File: config.mk
export PLATFORM = sky130hd
export DESIGN_NAME = bit_serializer_flat
export DESIGN_NICKNAME = d
export VERILOG_FILES = /design/src/rtl/bit_serializer_if.sv /design/src/rtl/bit_serializer.sv /design/src/flat_wrapper.sv
export SDC_FILE = /design/constraint.sdc
export NUM_CORES = 1
export LEC_CHECK = 0
export CORE_UTILIZATION = 40
export CTS_BUF_LIST = sky130_fd_sc_hd__clkbuf_16
export DETAILED_ROUTE_END_ITERATION = 12
export DONT_BUFFER_PORTS = 1
export HOLD_SLACK_MARGIN = 0.05
export PLACE_DENSITY = 0.6
export SKIP_LAST_GASP = 1
export SYNTH_ARGS = -nofsm -noshare
export SYNTH_HDL_FRONTEND = slang
export SYNTH_SLANG_ARGS = --single-unit
File: constraint.sdc
create_clock -name clk -period 3.1 [get_ports clk]
set_input_delay 0.465 -clock clk [delete_from_list [all_inputs] [get_ports clk]]
set_output_delay 0.465 -clock clk [all_outputs]
set_load 0.05 [all_outputs]
File: src/rtl/bit_serializer_if.sv
// Parallel-in / serial-out handshake bundle between a word source and bit_serializer.
// master drives words in and observes the serial stream; slave is the serializer.
interface bit_serializer_if #(
  parameter int WIDTH = 8
);
  logic [WIDTH-1:0] din;
  logic             din_valid;
  logic             din_ready;
  logic             sout;
  logic             sout_valid;
  logic             last;

  modport master (
    output din, din_valid,
    input  din_ready, sout, sout_valid, last
  );

  modport slave (
    input  din, din_valid,
    output din_ready, sout, sout_valid, last
  );
endinterface

File: src/rtl/bit_serializer.sv
// Word-to-bit serializer feeding the two-consecutive-1s detector; gapless back-to-back frames.
// Optional even-parity trailer bit when SERIALIZER_PARITY_EN is defined.
module bit_serializer #(
  parameter int   WIDTH      = 8,
  parameter bit   MSB_FIRST  = 1'b1,
  parameter logic IDLE_LEVEL = 1'b0
) (
  input logic             clk,
  input logic             areset,
  bit_serializer_if.slave bus
);
  localparam int CW = $clog2(WIDTH + 1);

  typedef enum logic [1:0] {
    ST_IDLE,
    ST_SHIFT
`ifdef SERIALIZER_PARITY_EN
    , ST_PAR
`endif
  } state_t;

  state_t           r_state;
  logic [CW-1:0]    r_cnt;
  logic [WIDTH-1:0] r_shift;
  logic             r_sout;
  logic             r_sout_valid;
  logic             r_last;

  state_t           w_state_next;
  logic [CW-1:0]    w_cnt_next;
  logic [WIDTH-1:0] w_shift_next;
  logic             w_sout_next;
  logic             w_valid_next;
  logic             w_last_next;
  logic             w_load;
  logic             w_ready;
  logic             w_xfer;
  logic             w_load_bit;
  logic [WIDTH-1:0] w_load_rest;
  logic             w_shift_bit;
  logic [WIDTH-1:0] w_shift_rest;

`ifdef SERIALIZER_PARITY_EN
  logic r_par;
  logic w_par_next;
  assign w_ready = areset && ((r_state == ST_IDLE) || (r_state == ST_PAR));
`else
  // Ready during the final data bit lets the next word follow with no gap.
  assign w_ready = areset && ((r_state == ST_IDLE) ||
                              ((r_state == ST_SHIFT) && (r_cnt == '0)));
`endif

  assign w_xfer       = bus.din_valid && w_ready;
  assign w_load_bit   = MSB_FIRST ? bus.din[WIDTH-1] : bus.din[0];
  assign w_load_rest  = MSB_FIRST ? (bus.din << 1) : (bus.din >> 1);
  assign w_shift_bit  = MSB_FIRST ? r_shift[WIDTH-1] : r_shift[0];
  assign w_shift_rest = MSB_FIRST ? (r_shift << 1) : (r_shift >> 1);

  always_comb begin
    w_state_next = r_state;
    w_cnt_next   = r_cnt;
    w_shift_next = r_shift;
    w_sout_next  = IDLE_LEVEL;
    w_valid_next = 1'b0;
    w_last_next  = 1'b0;
    w_load       = 1'b0;
`ifdef SERIALIZER_PARITY_EN
    w_par_next   = r_par;
`endif
    case (r_state)
      ST_IDLE: w_load = w_xfer;
      ST_SHIFT: begin
        if (r_cnt != '0) begin
          w_cnt_next   = r_cnt - CW'(1);
          w_shift_next = w_shift_rest;
          w_sout_next  = w_shift_bit;
          w_valid_next = 1'b1;
`ifndef SERIALIZER_PARITY_EN
          w_last_next  = (r_cnt == CW'(1));
`endif
        end else begin
`ifdef SERIALIZER_PARITY_EN
          w_state_next = ST_PAR;
          w_sout_next  = r_par;
          w_valid_next = 1'b1;
          w_last_next  = 1'b1;
`else
          w_load = w_xfer;
          if (!w_xfer) w_state_next = ST_IDLE;
`endif
        end
      end
`ifdef SERIALIZER_PARITY_EN
      ST_PAR: begin
        w_load = w_xfer;
        if (!w_xfer) w_state_next = ST_IDLE;
      end
`endif
      default: w_state_next = ST_IDLE;
    endcase
    if (w_load) begin
      w_state_next = ST_SHIFT;
      w_cnt_next   = CW'(WIDTH - 1);
      w_shift_next = w_load_rest;
      w_sout_next  = w_load_bit;
      w_valid_next = 1'b1;
      w_last_next  = 1'b0;
`ifdef SERIALIZER_PARITY_EN
      w_par_next   = ^bus.din;
`endif
    end
  end

  always_ff @(posedge clk or negedge areset) begin
    if (!areset) begin
      r_state      <= ST_IDLE;
      r_cnt        <= '0;
      r_shift      <= '0;
      r_sout       <= IDLE_LEVEL;
      r_sout_valid <= 1'b0;
      r_last       <= 1'b0;
`ifdef SERIALIZER_PARITY_EN
      r_par        <= 1'b0;
`endif
    end else begin
      r_state      <= w_state_next;
      r_cnt        <= w_cnt_next;
      r_shift      <= w_shift_next;
      r_sout       <= w_sout_next;
      r_sout_valid <= w_valid_next;
      r_last       <= w_last_next;
`ifdef SERIALIZER_PARITY_EN
      r_par        <= w_par_next;
`endif
    end
  end

  assign bus.din_ready  = w_ready;
  assign bus.sout       = r_sout;
  assign bus.sout_valid = r_sout_valid;
  assign bus.last       = r_last;
endmodule

File: src/flat_wrapper.sv
// flat-port wrapper written by rule: the top's interface ports become plain ports
module bit_serializer_flat 
#(
  parameter int   WIDTH      = 8,
  parameter bit   MSB_FIRST  = 1'b1,
  parameter logic IDLE_LEVEL = 1'b0
)
  (clk, areset, bus_din, bus_din_valid, bus_din_ready, bus_sout, bus_sout_valid, bus_last);
  bit_serializer_if #(.WIDTH(WIDTH)) bus_i ();
  input logic clk;
  input logic areset;
  input wire logic [$bits(bus_i.din)-1:0] bus_din;
  input wire logic [$bits(bus_i.din_valid)-1:0] bus_din_valid;
  output wire logic [$bits(bus_i.din_ready)-1:0] bus_din_ready;
  output wire logic [$bits(bus_i.sout)-1:0] bus_sout;
  output wire logic [$bits(bus_i.sout_valid)-1:0] bus_sout_valid;
  output wire logic [$bits(bus_i.last)-1:0] bus_last;
  assign bus_i.din = bus_din;
  assign bus_i.din_valid = bus_din_valid;
  assign bus_din_ready = bus_i.din_ready;
  assign bus_sout = bus_i.sout;
  assign bus_sout_valid = bus_i.sout_valid;
  assign bus_last = bus_i.last;
  bit_serializer #(.WIDTH(WIDTH), .MSB_FIRST(MSB_FIRST), .IDLE_LEVEL(IDLE_LEVEL)) u_core (.clk(clk), .areset(areset), .bus(bus_i));
endmodule
# ---- After elaboration in Yosys (flattened, before gate mapping)
# Index checks and enable logic that the tools add are counted.
dict set report word_totals {
  reg_bits 17
  out_inout_bits 4
  latchBits 0
  elab_cells 44
  input_bits 11
  mem_bits_rw 0
  romBits 0
  memories 0
}
dict set report op_classes {
  n_addsub 1
  reduce_logical 11
  muxes 21
  div_mod_pow 0
  n_lt_le_gt_ge 0
  mul 0
  shifts 0
  n_eq_ne 5
  bitwise 0
}
# operator n
set ops {}
lappend ops {{two-way mux 8 bit} 3}
lappend ops {{two-way mux 4 bit} 3}
lappend ops {{two-way mux 1 bit} 10}
lappend ops {{two-way mux 2 bit} 3}
lappend ops {{inequality test 3 x 2 -> 1 bit, second input constant} 2}
lappend ops {{== test 4 x 1 -> 1 bit, second input constant} 1}
lappend ops {{logical NOT 4 bit} 1}
lappend ops {{case mux 2 bit (2 select lines)} 1}
lappend ops {{nonzero test 2 bit} 2}
lappend ops {{nonzero test 4 bit} 1}
lappend ops {{subtractor 4 x 1 -> 4 bit, second input constant} 1}
lappend ops {{logical AND 1 bit} 3}
lappend ops {{AND reduction 3 bit} 1}
lappend ops {{== test 2 x 1 -> 1 bit, second input constant} 1}
lappend ops {{logical NOT 2 bit} 1}
lappend ops {{inequality test 2 x 1 -> 1 bit, second input constant} 1}
lappend ops {{case mux 1 bit (2 select lines)} 1}
lappend ops {{AND reduction 2 bit} 1}
lappend ops {{logical OR 1 bit} 1}

# ---- Longest topological paths before layout
dict set report depth {
  ltp_word 9
  mapped_depth 6
}

# ---- Worst setup path after synthesis
# OpenSTA, ideal clock, no wires.
dict set report synth_timing {
  kind {register to output}
  start {reg u_core.r_cnt[0]}
  end {out bus_din_ready}
  stages_incl_launch_ff 7
  required_ns 2.635
  arrival_ns 1.528
  path_buffers 1
  setup_slack_ns 1.107
  cell_sequence {dfrtp_1 > inv_1 > ha_1 > inv_1 > o31ai_4 > buf_6 > and2_2}
}
dict set report synth_via {
  elab_chain_len 4
}
# element line_no
set synth_lines {}
lappend synth_lines {{start: declaration} bit_serializer.sv:23} ;# logic [CW-1:0] r_cnt;
lappend synth_lines {{start signal: assignment} bit_serializer.sv:127} ;# r_cnt <= w_cnt_next;
lappend synth_lines {{logical NOT 4 bit} bit_serializer.sv:50} ;# ((r_state == ST_SHIFT) && (r_cnt == '0)));
lappend synth_lines {{logical AND 1 bit} bit_serializer.sv:50}
lappend synth_lines {{logical OR 1 bit} bit_serializer.sv:49} ;# assign w_ready = areset && ((r_state == ST_IDLE) ||
lappend synth_lines {{logical AND 1 bit} bit_serializer.sv:49}
lappend synth_lines {{end: declaration} flat_wrapper.sv:14} ;# output wire logic [$bits(bus_i.din_ready)-1:0] bus_din_ready;
# No other way between the ends.

# ---- Final worst setup path
# Ends and elaborated chain as after synthesis.

==> metrics.csv <==
metric,value,unit
sequential fraction of the synthesis area,48.4,%
cts hold-fix bufs,1,
"Setup violations, final",0,
placed cells,84,
DRC,0,
drt total wl,1240,um
CP Class,register to output port,
routed via count,454,
"top cells by area, synth","dfrtp_1 48%, mux2_4 14%, mux2_2 8.7%",
design area,882,um2
port bufs,0,
Mapped Cells,60,
Seq cells post-synth,15,
Fmax achieved,492,MHz
clk slew on worst S/H paths,0.05,ns
Die W,46.0,um
Max Slew Vio Count,0,
leading area contributor after synthesis,dfrtp_1,
"Period Utilization, post-route",65.6,%
Vias per Instance,5.10,
# Post-CTS Setup Buffers,0,
post-route ant nets,0,
Initial Util,44.0,%
Reg2Reg Launch Point,u_core.r_cnt[0],
dpl cell area,792,um2
syn nets,73,
Tot Pwr,944,uW
Die H,46.0,um
CTS H-tree lvls,1,
R2R cell count,6,
worst hold path type,primary input to register,
Yosys warnings,0,
Fin Setup TNS,0,ns
worst endpoint data arrival time,1.57,ns
share of cells above drive strength 1,34.4,%
Post-Syn Area,776,um2
Slew @ Worst Pin,0.694,ns
Num CTS Buffers,3,
GP Congestion,0.755,
VDD IR max,0.476,mV
Yosys top cell area share,48.4,%
dpl hpwl,780,um
Area Growth Syn to Fin,13.7,%
CP Launch Type,register,
first-pass GRT wire length,2100,um
PostCTS Resize Cnt,0,
distinct cell type count after synthesis,20,
Setup crit end kind,output port,
CORE AREA,0.00176,mm2
Worst Setup SP,u_core.r_cnt[0],
initial antenna violation count,0,
crit path to,bus_din_ready,
"Hold Vio Cnt, Final",0,
total die area,0.00212,mm2
Slew Limit Headroom,53.6,%
Worst-Skew Late Latency,0.25,ns
worst reg2reg setup slack,1.40,ns
maximum capacitance violations,0,
grt ovf,0,
CTS tree,built,
Crit Reg-Reg Endpoint,u_core.r_shift[7],
Clock Path Buffers,2,
DR pass1 iterations,2,
RSZ-0062 raised after global routing,false,
largest net degree at the start of global routing,16,
status,completed,
sinks on the clock net,15,
Post-Route Skew,0.00231,ns
Antenna Cells,0,
synthesized area per cell,12.9,um2
drt initial violations,3,
Tmin final,2.03,ns
Pleak,0.000421,uW
vias in the first global route,463,
"Cell Count, Final, Fillers Out",89,
Root Driver,clkbuf_16,
DR WL/cell,13.9,um
hold path depth,2,
final net count,78,
io pins,15,
Core Rows,15,
CP max FO,5,
overall routing resource usage,15.5,%
required time of the worst setup path,2.63,ns
pwr dens,1070,mW/mm2
report_power, final:
part           leakage [uW]  internal [uW]  switching, uW
Sequential         0.000188            274            118
Clock             0.0000409            172           77.3
Combinational      0.000192            171            131
Total              0.000421            618            326
metal layers:
layer	wire, um	part of all wire [%]	global-route usage, %	vias to the layer above
li1	-	-	-	219
met4	21	1.7	10.6	0
met1	538	43	17.4	222
met2	610	49	23.1	11
met5	0	0	0	-
met3	67	5.4	7.14	2
area by class of cell:
class	count	area [um2]
flip-flops and latches	15	375
multi-input cells	39	363
clock inverters	1	5.00
fillers	172	882
well taps	25	31.3
clock buffers	3	75.1
inverters	4	15.0
repair buffers	2	17.5
per-stage QoR:
step / hold WS, ns / util, % / worst slack, ns
floorplan: 0.169 / - / 1.11
global placement: 0.170 / 44.9 / 1.34
detailed placement: 0.170 / 44.9 / 1.32
CTS: 0.373 / 50.0 / 1.05
global route: 0.408 / 50.0 / 0.956
finish: 0.372 / 50.0 / 1.07
cell usage in the layout (no fill, tap or decap):
| cell | count |
|---|---|
| dfrtp_1 | 15 |
| mux2_4 | 7 |
| mux2_2 | 6 |
| inv_1 | 4 |
| nand2_1 | 4 |
| mux2i_1 | 4 |
| a21oi_1 | 3 |
| clkbuf_16 | 3 |
| nor2_1 | 2 |
| nor3_1 | 2 |
| ha_1 | 2 |
| o31ai_4 | 1 |
| and2_2 | 1 |
| nor4b_1 | 1 |
| nand2_2 | 1 |
| and3_2 | 1 |
| nand3_1 | 1 |
| a21boi_0 | 1 |
| o21ai_0 | 1 |
| a2bb2oi_1 | 1 |
| clkinv_2 | 1 |
| dlygate4sd3_1 | 1 |
| buf_4 | 1 |
cells in the mapped netlist:
master     count
buf_6          2
a21oi_1        3
o31ai_4        1
and3_2         1
a2bb2oi_1      1
a21boi_0       1
nor4b_1        1
and2_2         1
ha_1           2
nand2_1        4
nor3_1         2
mux2i_1        4
nor2_1         2
inv_1          4
nand3_1        1
nand2_2        1
mux2_2         6
mux2_4         7
dfrtp_1       15
o21ai_0        1
state kept, by name (all words and copies together) (netlist names):
| signal | count |
|---|---|
| u_core.r_shift | 7 |
| u_core.bus.sout | 1 |
| u_core.bus.last | 1 |
| u_core.r_cnt | 4 |
| u_core.bus.sout_valid | 1 |
| u_core.r_state | 1 |
cells by family after synthesis:
logic type / Yosys count / synth area share [%]
compound gates: 7 / 7.42
buf+inv: 6 / 4.84
flops: 15 / 48.4
fa+ha+maj: 2 / 3.23
simple gates: 13 / 8.71
mux: 17 / 27.4
how the worst min path moves through the flow:
stage | start | to | slack (ns)
3_5_place_dp | areset | u_core.bus.last | 0.17
2_1_floorplan | areset | u_core.bus.last | 0.17
4_1_cts | areset | u_core.r_shift[1] | 0.37
3_3_place_gp | areset | u_core.r_cnt[0] | 0.17
6_report | areset | u_core.r_shift[1] | 0.37
5_1_grt | areset | u_core.r_shift[1] | 0.41
critical path, stage by stage (launching register included):
cell and delay, ns:
dfrtp_1 0.41, inv_1 0.07, ha_1 0.17, inv_1 0.08, o31ai_4 0.24, and2_2 0.34
Note: power is estimated with default switching activity, not from simulation.
